<file path="config.mk">
export PLATFORM = sky130hd
export DESIGN_NAME = div_32
export DESIGN_NICKNAME = d
export VERILOG_FILES = /design/src/rtl/div_pkg.sv /design/src/rtl/div_step.sv /design/src/rtl/neg_32.sv /design/src/rtl/div_32.sv
export SDC_FILE = /design/constraint.sdc
export NUM_CORES = 1
export LEC_CHECK = 0
export CAP_MARGIN = 0
export CORE_ASPECT_RATIO = 0.9
export CORE_UTILIZATION = 30
export CTS_CLUSTER_DIAMETER = 80
export DETAILED_ROUTE_END_ITERATION = 12
export PLACE_DENSITY = 0.59
export SLEW_MARGIN = 20
export SYNTH_ARGS = -nofsm -noshare
export SYNTH_HDL_FRONTEND = slang
export SYNTH_SLANG_ARGS = --single-unit
</file>
<file path="constraint.sdc">
create_clock -name clk -period 8.2 [get_ports clk]
set_input_delay 1.64 -clock clk [delete_from_list [all_inputs] [get_ports clk]]
set_output_delay 1.64 -clock clk [all_outputs]
set_load 0.03 [all_outputs]
</file>
<file path="src/rtl/div_pkg.sv">
// Shared types and constants for the signed 32-bit multi-cycle divider.
package div_pkg;

    localparam int WIDTH_C = 32;
    localparam int COUNT_W = 5;
    localparam logic [WIDTH_C-1:0] DIV0_QUO = 32'hFFFF_FFFF;

    typedef enum logic [2:0] {
        IDLE = 3'd0,
        PREP = 3'd1,
        ITER = 3'd2,
        FIX  = 3'd3,
        DONE = 3'd4
    } state_t;

endpackage

</file>
<file path="src/rtl/div_step.sv">
// One restoring-division step: shift {rem,quo} left and subtract the divisor when it fits.
module div_step
    import div_pkg::*;
(
    input  logic [WIDTH_C-1:0] rem,
    input  logic [WIDTH_C-1:0] quo,
    input  logic [WIDTH_C-1:0] divisor,
    output logic [WIDTH_C-1:0] rem_next,
    output logic [WIDTH_C-1:0] quo_next
);

    logic [WIDTH_C:0] rem_sh_s;
    logic [WIDTH_C:0] trial_s;

    assign rem_sh_s = {rem, quo[WIDTH_C-1]};
    assign trial_s  = rem_sh_s - {1'b0, divisor};

    // Keep the trial difference only when it did not borrow.
    always_comb begin
        rem_next = rem_sh_s[WIDTH_C-1:0];
        quo_next = {quo[WIDTH_C-2:0], 1'b0};
        if (!trial_s[WIDTH_C]) begin
            rem_next = trial_s[WIDTH_C-1:0];
            quo_next = {quo[WIDTH_C-2:0], 1'b1};
        end else begin
            rem_next = rem_sh_s[WIDTH_C-1:0];
            quo_next = {quo[WIDTH_C-2:0], 1'b0};
        end
    end

endmodule

</file>
<file path="src/rtl/neg_32.sv">
// Combinational two's complement negator shared with the datapath negate path.
module neg_32 (
    input  logic [31:0] a,
    output logic [31:0] z
);

    assign z = ~a + 32'd1;

endmodule

</file>
<file path="src/rtl/div_32.sv">
// Signed 32-bit restoring divider: magnitudes in, one step per clock, signs applied on exit.
module div_32
    import div_pkg::*;
#(
    parameter int WIDTH = WIDTH_C
) (
    input  logic             clk,
    input  logic             clr,
    input  logic             start,
    input  logic [WIDTH-1:0] rA,
    input  logic [WIDTH-1:0] rB,
    output logic             busy,
    output logic             done,
    output logic             div_zero,
    output logic [WIDTH-1:0] rZ_lo,
    output logic [WIDTH-1:0] rZ_hi
);

    state_t               state_r;
    state_t               state_next_s;
    logic [WIDTH_C-1:0]   quo_r;
    logic [WIDTH_C-1:0]   rem_r;
    logic [WIDTH_C-1:0]   dvs_r;
    logic [COUNT_W-1:0]   count_r;
    logic                 sign_q_r;
    logic                 sign_r_r;
    logic                 busy_r;
    logic                 done_r;
    logic                 div_zero_r;
    logic [WIDTH_C-1:0]   lo_r;
    logic [WIDTH_C-1:0]   hi_r;

    logic [WIDTH_C-1:0]   neg_q_s;
    logic [WIDTH_C-1:0]   neg_b_in_s;
    logic [WIDTH_C-1:0]   neg_b_s;
    logic [WIDTH_C-1:0]   rem_next_s;
    logic [WIDTH_C-1:0]   quo_next_s;

    // Second negator serves the divisor during PREP and the remainder during FIX.
    assign neg_b_in_s = (state_r == PREP) ? dvs_r : rem_r;

    neg_32 u_neg_q (
        .a (quo_r),
        .z (neg_q_s)
    );

    neg_32 u_neg_b (
        .a (neg_b_in_s),
        .z (neg_b_s)
    );

    div_step u_step (
        .rem      (rem_r),
        .quo      (quo_r),
        .divisor  (dvs_r),
        .rem_next (rem_next_s),
        .quo_next (quo_next_s)
    );

    // Next-state decode.
    always_comb begin
        state_next_s = state_r;
        case (state_r)
            IDLE: begin
                if (start) begin
                    state_next_s = PREP;
                end else begin
                    state_next_s = IDLE;
                end
            end
            PREP: begin
                if (dvs_r == 32'd0) begin
                    state_next_s = DONE;
                end else begin
                    state_next_s = ITER;
                end
            end
            ITER: begin
                if (count_r == 5'd0) begin
                    state_next_s = FIX;
                end else begin
                    state_next_s = ITER;
                end
            end
            FIX:     state_next_s = DONE;
            DONE:    state_next_s = IDLE;
            default: state_next_s = IDLE;
        endcase
    end

    // State register with busy/done registered from the next state.
    always_ff @(posedge clk or posedge clr) begin
        if (clr) begin
            state_r <= IDLE;
            busy_r  <= 1'b0;
            done_r  <= 1'b0;
        end else begin
            state_r <= state_next_s;
            busy_r  <= (state_next_s != IDLE);
            done_r  <= (state_next_s == DONE);
        end
    end

    // Operand, iteration and result registers.
    always_ff @(posedge clk or posedge clr) begin
        if (clr) begin
            quo_r      <= 32'd0;
            rem_r      <= 32'd0;
            dvs_r      <= 32'd0;
            count_r    <= 5'd0;
            sign_q_r   <= 1'b0;
            sign_r_r   <= 1'b0;
            div_zero_r <= 1'b0;
            lo_r       <= 32'd0;
            hi_r       <= 32'd0;
        end else begin
            case (state_r)
                IDLE: begin
                    if (start) begin
                        quo_r    <= rA;
                        dvs_r    <= rB;
                        sign_q_r <= rA[WIDTH_C-1] ^ rB[WIDTH_C-1];
                        sign_r_r <= rA[WIDTH_C-1];
                    end
                end
                PREP: begin
                    rem_r   <= 32'd0;
                    count_r <= {COUNT_W{1'b1}};
                    // quo_r still holds the raw dividend here, which is the div-by-zero remainder.
                    if (dvs_r == 32'd0) begin
                        lo_r       <= DIV0_QUO;
                        hi_r       <= quo_r;
                        div_zero_r <= 1'b1;
                    end else begin
                        quo_r <= quo_r[WIDTH_C-1] ? neg_q_s : quo_r;
                        dvs_r <= dvs_r[WIDTH_C-1] ? neg_b_s : dvs_r;
                    end
                end
                ITER: begin
                    rem_r   <= rem_next_s;
                    quo_r   <= quo_next_s;
                    count_r <= count_r - 5'd1;
                end
                FIX: begin
                    lo_r       <= sign_q_r ? neg_q_s : quo_r;
                    hi_r       <= sign_r_r ? neg_b_s : rem_r;
                    div_zero_r <= 1'b0;
                end
                DONE: begin
                    count_r <= count_r;
                end
                default: begin
                    count_r <= count_r;
                end
            endcase
        end
    end

    assign busy     = busy_r;
    assign done     = done_r;
    assign div_zero = div_zero_r;
    assign rZ_lo    = lo_r;
    assign rZ_hi    = hi_r;

endmodule

</file>
## Word-level counts from Yosys, hierarchy flattened

Cells that the tools add are included.

- Bits in registers: 173
- Bits of input ports: 67
- Output and inout port bits: 67
- Word-level logic and storage cells: 69

- $add $sub $neg: 4
- Equal/unequal tests: 9
- Multiplexer cells: 25
- Bitwise operators: 3
- Reductions and logical operators: 14

Operator list:

| cell | count |
|---|---|
| 2-to-1 mux 32 bit | 12 |
| one-hot mux 32 bit (2 select lines) | 4 |
| one-hot mux 32 bit (3 select lines) | 1 |
| adder 32 x 1 -> 32 bit, second input constant | 2 |
| inverter 32 bit | 2 |
| subtractor 33 x 32 -> 33 bit | 1 |
| zero test 32 bit | 1 |
| one-hot mux 3 bit (4 select lines) | 1 |
| one-hot mux 5 bit (2 select lines) | 1 |
| inequality test 2 bit, second input constant | 4 |
| AND reduction 4 bit | 2 |
| == test 3 x 2 -> 1 bit, second input constant | 2 |
| AND reduction 3 bit | 2 |
| nonzero test 2 bit | 3 |
| nonzero test 3 bit | 2 |
| zero test 5 bit | 1 |
| subtractor 5 x 1 -> 5 bit, second input constant | 1 |
| 2-to-1 mux 1 bit | 4 |
| AND reduction 2 bit | 2 |
| == test 3 x 1 -> 1 bit, second input constant | 1 |
| == test 3 bit, second input constant | 1 |
| zero test 3 bit | 1 |
| 2-to-1 mux 3 bit | 1 |
| inequality test 2 x 1 -> 1 bit, second input constant | 1 |
| other kinds (2) | 2 |

## Longest topological paths before layout

- Depth in word-level cells: 7
- Gate-level depth with buffers: 14
- Gate-level depth less buffers: 13

## Modules after synthesis

A second synthesis with hierarchy kept.

- Cell total of the unflattened synthesis: 1397
- Area total of the unflattened synthesis: 12545.8 sq um

Modules (own cells, without submodules):

| module | instances | cells each | area each (sq um) | seq. area each (sq um) |
|---|---|---|---|---|
| div_32 | 1 | 895 | 8680.8 | 4329.2 |
| div_step | 1 | 336 | 2591.2 | 0.0 |
| neg_32 | 2 | 83 | 636.9 | 0.0 |

## Worst setup path after synthesis

Ideal clock, no wire load.

- Path type: register -> register
- Start point: reg state_r[1]
- End point: reg dvs_r[30]
- Setup time: 126 ps
- Arrival: 3590 ps
- Data required time: 8074 ps
- Setup slack: 4484 ps
- Cell stages (with the launch flop): 14
- Buffers on the path: 2
- Period minus slack after synthesis: 3716 ps
- Cells stage by stage: dfrtp_1 > buf_6 > or3b_1 > buf_6 > mux2i_2 > ha_1 > nor3b_1 > nand4_1 > a221oi_2 > nand2_1 > or2_1 > or3_1 > and3_1 > a221o_1

- Longest elaborated chain between the ends: 7
- Elaborated cells between the ends (all ways): 13
- Those cells by class: add/sub (1); eq/ne (4); mux (4); bitwise (1); reduce/logical (3)

RTL lines:

| what | RTL line | RTL |
|---|---|---|
| start, declared | div_32.sv:19 | `state_t state_r;` |
| start signal, assigned | div_32.sv:98 | `state_r <= state_next_s;` |
| == test 3 x 1 -> 1 bit | div_32.sv:40, div_32.sv:117 |  |
| 2-to-1 mux 32 bit | div_32.sv:40 | `assign neg_b_in_s = (state_r == PREP) ? dvs_r : rem_r;` |
| inverter 32 bit | neg_32.sv:7 | `assign z = ~a + 32'd1;` |
| adder 32 x 1 -> 32 bit | neg_32.sv:7 |  |
| 2-to-1 mux 32 bit | div_32.sv:136 | `dvs_r <= dvs_r[WIDTH_C-1] ? neg_b_s : dvs_r;` |
| 2-to-1 mux 32 bit | div_32.sv:130 | `if (dvs_r == 32'd0) begin` |
| one-hot mux 32 bit (2 select lines) | div_32.sv:117 | `case (state_r)` |
| end signal, assigned | div_32.sv:121 | `dvs_r <= rB;` |
| end signal, assigned | div_32.sv:136 |  |
| end, declared | div_32.sv:23 | `logic [WIDTH_C-1:0] dvs_r;` |

Several ways; a longest one is shown, not always the timed one. The select of a mux whose other input is x is not followed.
A chain may end at the register's enable or synchronous reset.

## Worst setup path in the final report

- Start point: reg state_r[2]
- End point: reg dvs_r[30]

The elaborated chain is that of the path after synthesis.

==> results.cfg <==
[placement]
port_buffers = 133
placed_area_um2 = 13700
place_hpwl_mm = 31.4
routabilityCongestion = 0.910
numPlacedInstances = 2045

[sta]
maxSlewHeadroom_pct = 31.6
worstMarginPinSlew_ns = 1.03
final_hold_viol_count = 0
unrepaired_setup_endpoints_after_global_routing = false
slew_viol_final = 0
period_minus_slack_ns = 4.73
final-setup-viol-count = 0
fin_setup_tns_ns = 0
skew_ns = 0.0151
whs_ns = 0.487
post-route-period-util_pct = 57.7
max_freq_mhz = 212

[synthesis]
synth_xor_area_share_pct = 5.71
warnings_synthesis = 0
post_synth_mux_area_share_pct = 2.48
syn_inst = 1477
synth-compound-area-share_pct = 24.0
synth_async_sr_flop_share_pct = 100
synthDistinctLibCells = 77
synth_area_in_adders_pct = 4.04
synth_top_flop_cell = sky130_fd_sc_hd__dfrtp_1
area_fraction_of_the_dominant_cell_type_after_synthesis_pct = 36.2
flip_flop_and_latch_count_after_synthesis = 173
syn-mean-instance-area_um2 = 8.09
synth_top_area_cell = sky130_fd_sc_hd__dfrtp_1
yosysSeqAreaShare_pct = 36.2
synth-edff-count = 0
mappedNetlistNets = 1582
synthSimpleGateAreaFrac_pct = 22.1
main_combinational_cell_family_by_area_after_synthesis = compound AO/OA/AOI/OAI gates
netlist_area_um2 = 12000
synth_top_cells_by_area = sky130_fd_sc_hd__dfrtp_1, sky130_fd_sc_hd__o21ai_0, sky130_fd_sc_hd__nand2_1

[cells_and_area]
layout-drive-gt1-share_pct = 5.80
fin_cells = 2077
most_common_library_cell_in_the_layout_ignoring_fill_and_taps = sky130_fd_sc_hd__dfrtp_1
areaGrowthSynthToFinish_pct = 19.6
register_area_um2 = 4330
mostFrequentLayoutCells = sky130_fd_sc_hd__dfrtp_1, sky130_fd_sc_hd__nand2_1, sky130_fd_sc_hd__o21ai_0, sky130_fd_sc_hd__clkdlybuf4s50_1, sky130_fd_sc_hd__nor2_1
multiInputGateArea_um2 = 7030
finish.net_count = 1644
diodes = 0
finish.instance_area_um2 = 14300
fillCellCount = 4034

[clock_tree]
clk_root_buffer_cell = sky130_fd_sc_hd__clkbuf_16
ctsHoldBuffers = 0
h-tree-depth = 4
number_of_clock_buffers_inserted_by_tritoncts = 17
cts_buffer_depth = 2
post_cts_resize_count = 0
tritoncts_clock_tree = yes
clkLatencyLatePin_ns = 0.45
cts_post_setup_buffers_inserted = 0
cts.sink_count = 173
clk_pin_slew_worst_paths_ns = 0.07

[critical_path]
regToRegStartpoint = state_r[2]
worstPathRequired_ns = 8.53
launching_instance_or_port_of_the_critical_path = state_r[2]
critPathKind = flop to flop
critical_path.endpoint_type = flop
critical_path.startpoint_type = flop
critical_path.max_fanout = 28
crit_arrival_ns = 5.06

[power]
p_per_area_nw_per_um2 = 469
total_power_mw = 6.70
leakage_power_nw = 6.04
vdd_ir_drop_max_mv = 0.300

[die]
core_region_area_um2 = 38800
dieArea_um2 = 40600
floorplan.die.width_um = 212
design.portCount = 134
start_util_pct = 30.8
placement_rows = 68
dieHeight_um = 191

[drt]
initialDrtViolationCount = 1193
drt-pass1-iter-count = 9
detail_route.drc_violations = 0
vias = 11953
totalWireLength_mm = 43.7
antenna_violating_nets_post_route = 0
mean_routed_wirelength_per_cell_um = 21.0
vias_per_cell = 5.75

[global_route]
grtUsageTotal_pct = 21.6
grt-ovfl-total = 0
antenna_found_initial = 0
grt_first_pass_wirelength_mm = 67.2
grt_max_degree = 89
number_of_global_route_vias_before_repair = 10968

[worst_hold_path]
min-delay-start = div_zero
timing.hold.worst.class = flop to flop

[status]
outcome = finished, final reports clean

[flow_run]
max_cap_violations = 0
sequential cells by signal, indices dropped and copies added, names as in the netlist:
| signal | count |
|---|---|
| count_r | 5 |
| dvs_r | 32 |
| state_r | 3 |
| rZ_hi | 32 |
| rem_r | 32 |
| sign_q_r | 1 |
| rZ_lo | 32 |
| sign_r_r | 1 |
| done | 1 |
| busy | 1 |
| quo_r | 32 |
| div_zero | 1 |
cell families (layout without fill, tap and decap cells):
logic type / count (synthesis) / after routing
xor gates and xnor gates: 77 / 77
DFF: 173 / 173
buffers and inverters: 164 / 239
muxes: 28 / 28
and+or+nand+nor: 554 / 554
AOI/OAI and AO/OA: 443 / 443
adders and majority gates: 38 / 38
area by class of cell:
class / count / area share [%]
multi-input combinational: 1140 / 49.2
sequential: 173 / 30.3
timing repair buffer: 151 / 10.3
tap: 525 / 4.60
clock buffer: 19 / 3.10
inverter: 56 / 1.51
clock inverter: 13 / 1.07
cells in the mapped netlist (all sizes together), types with 6 or more instances:
cell / n
a22oi: 8
xnor2: 29
a221o: 12
ha: 37
or3: 16
a21oi: 107
xor2: 48
o21ai: 141
nor2b: 7
or4: 8
o22ai: 12
a21o: 15
nand2: 159
a222oi: 21
nor3: 80
inv: 56
dfrtp: 173
or2: 8
buf: 13
and3: 25
a21boi: 6
o31ai: 9
o21a: 6
a211oi: 9
nand4: 24
nor2: 120
mux2i: 24
nand3: 76
nor4: 14
a221oi: 14
a31oi: 19
o21bai: 10
o211ai: 10
clkbuf: 95
a32oi: 14
stage by stage:
step / util [%] / setup slack [ns]
3_3_place_gp: 35.3 / 3.71
4_1_cts: 36.8 / 3.59
5_1_grt: 36.8 / 3.20
6_report: 36.8 / 3.47
2_1_floorplan: - / 1.87
3_5_place_dp: 35.3 / 3.63
final timing paths:
kind / slack, ns / endpoint / cells after the start
setup / recovery: 3.47 / dvs_r[30] / 11
hold / removal: 0.49 / div_zero / 2
setup reg to reg: 3.47 / dvs_r[30] / 11
hold reg to reg: 0.49 / div_zero / 2
max in group asynchronous: 5.27 / rZ_lo[24] / 3
min in group asynchronous: 1.62 / rem_r[31] / 2
power by group:
group          total (mW)  switching (mW)  internal, mW
Clock               0.852           0.386         0.466
Combinational        4.12            2.60          1.52
Sequential           1.73           0.505          1.22
metal layers:
metal | global-route usage [%] | vias up | part of all wire (%)
met2 | 32.7 | 532 | 44
met4 | 4.87 | 0 | 1.7
met3 | 4.01 | 44 | 8.2
met5 | 0 | - | 0
li1 | - | 5526 | -
met1 | 31.5 | 5851 | 46
critical path, cell delays in order (launching register included):
cell and delay (ns):
sky130_fd_sc_hd__dfrtp_1 0.49, sky130_fd_sc_hd__or3b_2 0.79, sky130_fd_sc_hd__mux2i_2 0.40, sky130_fd_sc_hd__ha_1 0.34, sky130_fd_sc_hd__nor3b_1 0.45, sky130_fd_sc_hd__nand4_1 0.21
sky130_fd_sc_hd__a221oi_2 0.53, sky130_fd_sc_hd__nand2_1 0.19, sky130_fd_sc_hd__or2_1 0.35, sky130_fd_sc_hd__or3_1 0.43, sky130_fd_sc_hd__and3_1 0.18, sky130_fd_sc_hd__a221o_1 0.25
Power figures use the tool's default switching activity.
